## src/rtl/cnn_pkg.sv

```systemverilog
// Shared definitions for the conv window read-address generator.
// Holds the default address width, the scan FSM encoding, and the
// elaboration-time helpers for output dimensions and per-port offsets.
package cnn_pkg;

  localparam int ADDR_WIDTH = 32;

  typedef enum logic [1:0] {
    IDLE = 2'd0,
    RUN  = 2'd1,
    DONE = 2'd2
  } state_t;

  // Number of window positions along one axis.
  function automatic int out_dim(input int img, input int k, input int stride);
    return (img - k) / stride + 1;
  endfunction

  // Fixed address offset of read port (r*K + c) relative to the window origin.
  function automatic int port_offset(input int port, input int k, input int img_w);
    return (port / k) * img_w + (port % k);
  endfunction

endpackage

```

## src/rtl/conv_window_addr_gen_win_pos_counter.sv

```systemverilog
// Window position tracker.
// Holds the output row/col counters and the row_base / col_off address
// accumulators, and provides the next-state values so the parent can
// register the next window's addresses in the same cycle it advances.
// Ports:
//   clk, rst        clock, asynchronous active-high reset
//   clear           restart the scan at (0,0)
//   advance         step to the next window (row-major, wraps at frame end)
//   row, col        registered position of the current window
//   row_base_next   next value of the row accumulator (row*STRIDE*IMG_W)
//   col_off_next    next value of the column accumulator (col*STRIDE)
//   last_next       the next position is the final window of the frame
module win_pos_counter
  import cnn_pkg::*;
#(
  parameter int IMG_W      = 32,
  parameter int IMG_H      = 32,
  parameter int K          = 5,
  parameter int STRIDE     = 1,
  parameter int ADDR_WIDTH = 32,
  parameter int CNT_WIDTH  = 16
) (
  input  logic                  clk,
  input  logic                  rst,
  input  logic                  clear,
  input  logic                  advance,
  output logic [CNT_WIDTH-1:0]  row,
  output logic [CNT_WIDTH-1:0]  col,
  output logic [ADDR_WIDTH-1:0] row_base_next,
  output logic [ADDR_WIDTH-1:0] col_off_next,
  output logic                  last_next
);

  localparam int OUT_W = out_dim(IMG_W, K, STRIDE);
  localparam int OUT_H = out_dim(IMG_H, K, STRIDE);

  localparam logic [ADDR_WIDTH-1:0] ROW_STEP = ADDR_WIDTH'(STRIDE * IMG_W);
  localparam logic [ADDR_WIDTH-1:0] COL_STEP = ADDR_WIDTH'(STRIDE);
  localparam logic [CNT_WIDTH-1:0]  COL_MAX  = CNT_WIDTH'(OUT_W - 1);
  localparam logic [CNT_WIDTH-1:0]  ROW_MAX  = CNT_WIDTH'(OUT_H - 1);

  logic [ADDR_WIDTH-1:0] row_base;
  logic [ADDR_WIDTH-1:0] col_off;
  logic [CNT_WIDTH-1:0]  row_next;
  logic [CNT_WIDTH-1:0]  col_next;

  always_comb begin
    row_next      = row;
    col_next      = col;
    row_base_next = row_base;
    col_off_next  = col_off;
    if (clear) begin
      row_next      = '0;
      col_next      = '0;
      row_base_next = '0;
      col_off_next  = '0;
    end else if (advance) begin
      if (col == COL_MAX) begin
        col_next     = '0;
        col_off_next = '0;
        if (row == ROW_MAX) begin
          row_next      = '0;
          row_base_next = '0;
        end else begin
          row_next      = row + CNT_WIDTH'(1);
          row_base_next = row_base + ROW_STEP;
        end
      end else begin
        col_next     = col + CNT_WIDTH'(1);
        col_off_next = col_off + COL_STEP;
      end
    end
  end

  assign last_next = (row_next == ROW_MAX) && (col_next == COL_MAX);

  always_ff @(posedge clk or posedge rst) begin
    if (rst) begin
      row      <= '0;
      col      <= '0;
      row_base <= '0;
      col_off  <= '0;
    end else begin
      row      <= row_next;
      col      <= col_next;
      row_base <= row_base_next;
      col_off  <= col_off_next;
    end
  end

endmodule

```

## src/rtl/conv_window_addr_gen.sv

```systemverilog
// Read-side address generator: slides a KxK window over an IMG_W x IMG_H
// feature map stored from base_addr and presents the K*K read addresses of
// each window to the conv core with a valid/ready handshake.
// Ports:
//   clk, rst     clock, asynchronous active-high reset
//   start        pulse that begins a frame scan (ignored unless idle)
//   base_addr    address of pixel (0,0), captured on an accepted start
//   rd_addr_NP   packed window addresses, port r*K+c at slice (r*K+c)
//   win_valid    window addresses are valid
//   win_ready    conv core accepts the window this cycle
//   win_row/col  output position of the presented window
//   win_last     presented window is the last of the frame
//   busy         scan in progress (not idle)
//   done         one-cycle pulse after the last window is accepted
module conv_window_addr_gen
  import cnn_pkg::*;
#(
  parameter int IMG_W      = 32,
  parameter int IMG_H      = 32,
  parameter int K          = 5,
  parameter int STRIDE     = 1,
  parameter int ADDR_WIDTH = cnn_pkg::ADDR_WIDTH,
  parameter int PORT_NUM   = 25,
  parameter int CNT_WIDTH  = 16
) (
  input  logic                           clk,
  input  logic                           rst,
  input  logic                           start,
  input  logic [ADDR_WIDTH-1:0]          base_addr,
  output logic [PORT_NUM*ADDR_WIDTH-1:0] rd_addr_NP,
  output logic                           win_valid,
  input  logic                           win_ready,
  output logic [CNT_WIDTH-1:0]           win_row,
  output logic [CNT_WIDTH-1:0]           win_col,
  output logic                           win_last,
  output logic                           busy,
  output logic                           done
);

  if (K > IMG_W || K > IMG_H) begin : g_bad_window
    $fatal(1, "conv_window_addr_gen: window K larger than the feature map");
  end
  if (((IMG_W - K) % STRIDE) != 0 || ((IMG_H - K) % STRIDE) != 0) begin : g_bad_stride
    $fatal(1, "conv_window_addr_gen: STRIDE does not tile the feature map");
  end
  if (PORT_NUM != K * K) begin : g_bad_ports
    $fatal(1, "conv_window_addr_gen: PORT_NUM must equal K*K");
  end

  state_t                        state;
  logic [ADDR_WIDTH-1:0]         base_q;
  logic                          accept;
  logic                          handshake;
  logic                          load;
  logic [ADDR_WIDTH-1:0]         row_base_next;
  logic [ADDR_WIDTH-1:0]         col_off_next;
  logic [ADDR_WIDTH-1:0]         win_base;
  logic [ADDR_WIDTH-1:0]         pos_next;
  logic                          last_next;
  logic [PORT_NUM*ADDR_WIDTH-1:0] addr_next;

  assign accept    = (state == IDLE) && start;
  assign handshake = (state == RUN) && win_valid && win_ready;
  // The final handshake leaves the addresses of the last window in place.
  assign load      = accept || (handshake && !win_last);

  win_pos_counter #(
    .IMG_W      (IMG_W),
    .IMG_H      (IMG_H),
    .K          (K),
    .STRIDE     (STRIDE),
    .ADDR_WIDTH (ADDR_WIDTH),
    .CNT_WIDTH  (CNT_WIDTH)
  ) u_pos (
    .clk           (clk),
    .rst           (rst),
    .clear         (accept),
    .advance       (handshake),
    .row           (win_row),
    .col           (win_col),
    .row_base_next (row_base_next),
    .col_off_next  (col_off_next),
    .last_next     (last_next)
  );

  // On the start cycle the base register is not loaded yet, so use the port.
  assign win_base = accept ? base_addr : base_q;
  assign pos_next = win_base + row_base_next + col_off_next;

  for (genvar i = 0; i < PORT_NUM; i++) begin : g_port
    localparam logic [ADDR_WIDTH-1:0] OFFSET = ADDR_WIDTH'(port_offset(i, K, IMG_W));
    assign addr_next[i*ADDR_WIDTH +: ADDR_WIDTH] = pos_next + OFFSET;
  end

  always_ff @(posedge clk or posedge rst) begin
    if (rst) begin
      state      <= IDLE;
      base_q     <= '0;
      rd_addr_NP <= '0;
      win_valid  <= 1'b0;
      win_last   <= 1'b0;
      busy       <= 1'b0;
      done       <= 1'b0;
    end else begin
      if (load) begin
        rd_addr_NP <= addr_next;
      end
      case (state)
        IDLE: begin
          done <= 1'b0;
          if (start) begin
            base_q    <= base_addr;
            win_valid <= 1'b1;
            win_last  <= last_next;
            busy      <= 1'b1;
            state     <= RUN;
          end
        end
        RUN: begin
          if (handshake) begin
            if (win_last) begin
              win_valid <= 1'b0;
              win_last  <= 1'b0;
              done      <= 1'b1;
              state     <= DONE;
            end else begin
              win_last <= last_next;
            end
          end
        end
        DONE: begin
          done  <= 1'b0;
          busy  <= 1'b0;
          state <= IDLE;
        end
        default: state <= IDLE;
      endcase
    end
  end

endmodule
```

## config.mk

```make
export PLATFORM = sky130hd
export DESIGN_NAME = conv_window_addr_gen
export DESIGN_NICKNAME = d
export VERILOG_FILES = /design/src/rtl/cnn_pkg.sv /design/src/rtl/conv_window_addr_gen_win_pos_counter.sv /design/src/rtl/conv_window_addr_gen.sv
export SDC_FILE = /design/constraint.sdc
export NUM_CORES = 2
export LEC_CHECK = 0
export CELL_PAD_IN_SITES_DETAIL_PLACEMENT = 0
export CELL_PAD_IN_SITES_GLOBAL_PLACEMENT = 1
export CORE_ASPECT_RATIO = 0.9
export CORE_MARGIN = 4
export CORE_UTILIZATION = 39
export DETAILED_ROUTE_END_ITERATION = 10
export MAX_ROUTING_LAYER = met4
export PLACE_DENSITY = 0.87
export SETUP_SLACK_MARGIN = 0.5
export SLEW_MARGIN = 30
export SYNTH_ARGS = -nofsm -noshare
export SYNTH_HDL_FRONTEND = slang
export SYNTH_SLANG_ARGS = --single-unit
```

## constraint.sdc

```tcl
create_clock -name clk -period 34.9 [get_ports clk]
set_input_delay 3.49 -clock clk [delete_from_list [all_inputs] [get_ports clk]]
set_output_delay 3.49 -clock clk [all_outputs]
set_load 0.01 [all_outputs]
```

Yosys cells after proc, flatten, opt, wreduce, memory -nomap -nowiden --
Cells that the tools add are included.
Word-level totals: register bits 934
Cells by class: add/sub/neg operators 30, equal/unequal tests 9, muxes and demuxes 31, reductions and logical operators 18
Operators with widths (count):
- $add A32 B7 Y32 const B | 10
- $mux W32 | 8
- $add A32 B6 Y32 const B | 6
- $add A32 B8 Y32 const B | 5
- $mux W16 | 7
- $add A32 B1 Y32 const B | 2
- $add A32 B2 Y32 const B | 2
- $add A32 B32 Y32 | 2
- $eq A16 B5 Y1 const B | 4
- $add A16 B1 Y16 const B | 2
- $add A32 B3 Y32 const B | 1
- $reduce_and A3 Y1 | 3
- $mux W1 | 8
- $pmux W1 S2 | 4
- $mux W2 | 3
- $ne A2 B2 Y1 const B | 3
- $reduce_bool A2 Y1 | 3
- $logic_and A1 B1 Y1 | 5
- $pmux W2 S2 | 1
- $reduce_and A2 Y1 | 2
- $reduce_and A4 Y1 | 1
- $eq A2 B1 Y1 const B | 1
- $eq A2 B2 Y1 const B | 1
- $logic_not A2 Y1 | 1
- 3 further kinds | 3

Longest topological paths before layout --
depth in word-level cells 10, mapped depth 27

Modules after synthesis --
From an unflattened synthesis, not the netlist that was laid out.
Second synthesis, totals: cell total of the unflattened synthesis 4796, area, all modules 43716.9 sq um
By module, submodules not included:
- conv_window_addr_gen | instances 1, cells each 4207, area an instance 38380.6 sq um, seq. area each 17867.1 sq um
- win_pos_counter | instances 1, cells each 589, area an instance 5336.4 sq um, seq. area each 2402.3 sq um

Worst setup path after synthesis --
Ideal clock, no wire load.
path type input port to flip-flop, start input port win_ready, end register rd_addr_NP[319], library setup time 134 ps, data arrival time 10129 ps, path slack 24636 ps, stages on the path 25, path buffers 6, cells stage by stage and4b_1 nand2_1 or3_1 clkbuf_1 o21ai_1 clkbuf_1 clkbuf_1 nor2_1 fa_1 ha_1 a21o_1 a31oi_1 a21oi_1 o21a_1 nor2_1 clkbuf_1 ha_1 clkbuf_1 nand3_1 nor2_1 nand4_1 clkbuf_1 nor4_1 xor2_1 o21ai_0
Between the ends: cells in the longest elaborated chain, start to end 6, elaborated cells between the ends (all ways) 10, classes of those cells add/sub: 3; mux: 4; reduce/logical: 3
Ends and longest elaborated chain:
- from (decl) | line conv_window_addr_gen.sv:32 | input logic win_ready,
- $logic_and A1 B1 Y1 | line conv_window_addr_gen.sv:63 | assign handshake = (state == RUN) && win_valid && win_ready;
- $mux W32 | line conv_window_addr_gen_win_pos_counter.sv:57 | end else if (advance) begin
- $mux W32 | line conv_window_addr_gen_win_pos_counter.sv:52 | if (clear) begin
- via row_base_next[5] | line conv_window_addr_gen.sv:55 | logic [ADDR_WIDTH-1:0] row_base_next;
- $add A32 B32 Y32 (2 in a row) | line conv_window_addr_gen.sv:88 | assign pos_next = win_base + row_base_next + col_off_next;
- via addr_next[8] | line conv_window_addr_gen.sv:60 | logic [PORT_NUM*ADDR_WIDTH-1:0] addr_next;
- $add A32 B6 Y32 | line conv_window_addr_gen.sv:92 | assign addr_next[i*ADDR_WIDTH +: ADDR_WIDTH] = pos_next + OFFSET;
- to (signal assigned) | line conv_window_addr_gen.sv:106 | rd_addr_NP <= addr_next;
- to (decl) | line conv_window_addr_gen.sv:30 | output logic [PORT_NUM*ADDR_WIDTH-1:0] rd_addr_NP,
The timed path passes the listed nets, and every way through them passes these cells. A chain may end at the register's enable or synchronous reset.

Final worst setup path --
start input port win_ready, end register rd_addr_NP[122]
Between the ends: cells in the longest elaborated chain, start to end 6, elaborated cells between the ends (all ways) 10, classes of those cells add/sub: 3; mux: 4; reduce/logical: 3
Ends and longest elaborated chain (line):
- $logic_and A1 B1 Y1 | conv_window_addr_gen.sv:63
- $mux W32 | conv_window_addr_gen_win_pos_counter.sv:57
- $mux W32 | conv_window_addr_gen_win_pos_counter.sv:52
- via row_base_next[2] | conv_window_addr_gen.sv:55
- $add A32 B32 Y32 (2 in a row) | conv_window_addr_gen.sv:88
- $add A32 B2 Y32 | conv_window_addr_gen.sv:92
The timed path passes the listed nets, and every way through them passes these cells.

==> metrics <==
CTS Root Cell clkbuf_16; Avg WL per Cell 30.2 um; Power Density 49.2 mW/mm^2; Routed Antenna Nets 0; R2R Path End rd_addr_NP[122]; depth of the most critical reg-to-reg path 23; Fmax 0.0812 GHz; Die ar. 0.117 sq mm; HP Class reg -> reg; static power due to leakage 22.7 nW; Post-CTS Setup Inserts 0; Post-Syn Area 0.0436 sq mm; reg2reg setup slack 25220 ps; DRT Wirelength 214 mm; fraction of registers with async set/reset 100%; FP Rows 116; post-synthesis sequential area ratio 46.5%; Hold Path Cell Cnt 2; worst-path fanout max 21; Via density 5.74; Syn Area/Cell 8.85 sq um; clk_lat worst skew 720 ps; WP data required 35460 ps; CTS tree done; Nets 5639; input/output buffers 871; largest net degree at the start of global routing 282; CP Launch Type input port; Iter 0 DRT Violations 5841; kind of critical path in -> reg; Post-synth EDFFs 0; Clock Tree Buf Depth 3; clock sink count 810; final hold violations 0; commonest non-fill, non-tap cell in the layout nand2_1; Hold Crit Endpoint base_q[26]; relative slew slack 25.9%; Total GRT Usage 36.5%; PostCTS Resize Cnt 0; routability cong. 1.01; syn_nets 5038; Final min period 12310 ps; die extent in y 325 um; core area 0.111 sq mm; Fin Setup TNS 0 ps; Slew @ Worst Pin 1110 ps; chip width 360 um; Crit path arrival time 12870 ps; HP Start base_q[26]; Inserted Clock Buffers 91; # fillers 10364; DPL Wire Length 153 mm; share of cells above drive strength 1 6.84%; Layout Skew 72.9 ps; placed insts 6901; max-cap violations 0; outcome finished, final reports clean; H-tree depth 3; RSZ-0062 raised after global routing false; Initial DRT Pass Iterations 6; vias in the first global route 38397; Crit Reg-Reg Startpoint state[1]; Post-synth top flop dfrtp_1; Yosys cell types 78; initial antenna violation count 10; worst vdd ir 45.7 uV; Setup Viol. Count Final 0; Clk pin slew, worst setup/hold paths 60 ps; Finished Core Util 51.1%; global-route wire length before repair 299 mm; warnings from Yosys 0; Non-Filler Instances 7079; fin crit share 35.3%; Area Overhead vs Synth 30.2%; FF+latch count, synth 810; Initial Util 39.2%; routed vias 40634; grt total ovfl 0; hold buffers post-CTS 0; Cells after Synth 4920; commonest non-fill, non-tap cells in the layout 984 x nand2_1, 871 x clkdlybuf4s50_1, 810 x dfrtp_1; I/O pins 872; Remaining DRCs 0; crit end category register; Slew Limit Fails 0
==> flip-flops by register name, summed over array words and instances (netlist names) <==
name            cells
rd_addr_NP        676
base_q             32
u_pos.col_off      32
u_pos.row_base     32
u_pos.col          16
u_pos.row          16
state               2
busy                1
done                1
win_last            1
win_valid           1
==> layout make-up <==
type,instances,area [sq um],share of cell area [%]
Sequential cell,810,20300,35.7
Antenna cell,8,20.0,0.0353
Timing Repair Buffer,982,9690,17.1
Tap cell,1475,1850,3.25
Clock buffer,122,2580,4.55
Inverter,89,342,0.602
Multi-Input combinational cell,3547,21200,37.4
Clock inverter,46,757,1.33
==> stage by stage <==
stage          cell area, sq um  total power (W)  setup slack (ps)  hold slack (ps)
5_1_grt                   56700          0.00288             22480              489
6_report                  56700          0.00279             22590              471
3_5_place_dp              53200          0.00172             22140              462
3_3_place_gp              53100          0.00171             21690              451
2_1_floorplan             43600          0.00141              8660              441
4_1_cts                   56600          0.00279             22850              477
==> synth_stat cells, types with 29 or more instances <==
cell type,count,area (sq um)
a21oi_1,90,450
and3_1,38,238
buf_1,33,124
buf_4,125,938
clkbuf_1,303,1140
dfrtp_1,810,20300
fa_1,32,641
ha_1,50,626
inv_1,88,330
nand2_1,987,3700
nand3_1,115,576
nand4_1,74,463
nor2_1,316,1190
nor3_1,127,636
nor4_1,67,419
o21ai_0,590,2950
o21ai_1,62,310
or4_1,29,218
xnor2_1,448,3920
xor2_1,213,1870
==> layer usage <==
metal	wire [um]	global-route usage [%]	part of all wire (%)	up-vias
met3	26000	12.9	12	523
met2	90700	51.9	42	2542
met4	13200	17.6	6.2	0
met5	0	-	0	-
li1	-	-	-	17553
met1	84000	46.1	39	20016
==> cells by family after synthesis <==
kind of cell	synth area share, %
and+or+nand+nor	19.3
adders and majority gates	2.91
xor gates and xnor gates	13.3
buffers and inverters	5.97
muxes	0.348
DFF	46.5
AOI/OAI and AO/OA	11.6
==> worst max-delay path, cell delays in order <==
cell and delay [ps]:
clkdlybuf4s50_1 440, and4b_1 220, buf_4 220, nand2_1 190
nor3_1 80, buf_4 200, a21oi_1 630, and2_1 260
inv_1 60, fa_1 510, inv_1 70, fa_1 460
a21o_1 220, a221oi_1 660, xnor2_2 180, buf_4 380
ha_2 740, inv_1 460, nor4_4 910, nand4_1 770
or4b_1 980, nor4_1 390, xnor2_1 200, o21ai_1 90
==> power by group <==
group | switching (W) | internal, W | total, W
registers | 0.0000597 | 0.000981 | 0.00104
clock network | 0.000443 | 0.000632 | 0.00107
logic | 0.000401 | 0.000272 | 0.000673
==> how the worst max path moves through the flow <==
stage                     depth (start not counted)       from               to
after global routing                             24  win_ready  rd_addr_NP[122]
after CTS                                        24  win_ready  rd_addr_NP[122]
final                                            24  win_ready  rd_addr_NP[122]
after global placement                           24  win_ready  rd_addr_NP[122]
after floorplan                                   1        rst        base_q[0]
after detailed placement                         24  win_ready  rd_addr_NP[122]
No activity file was read; power rests on OpenSTA's default activity.
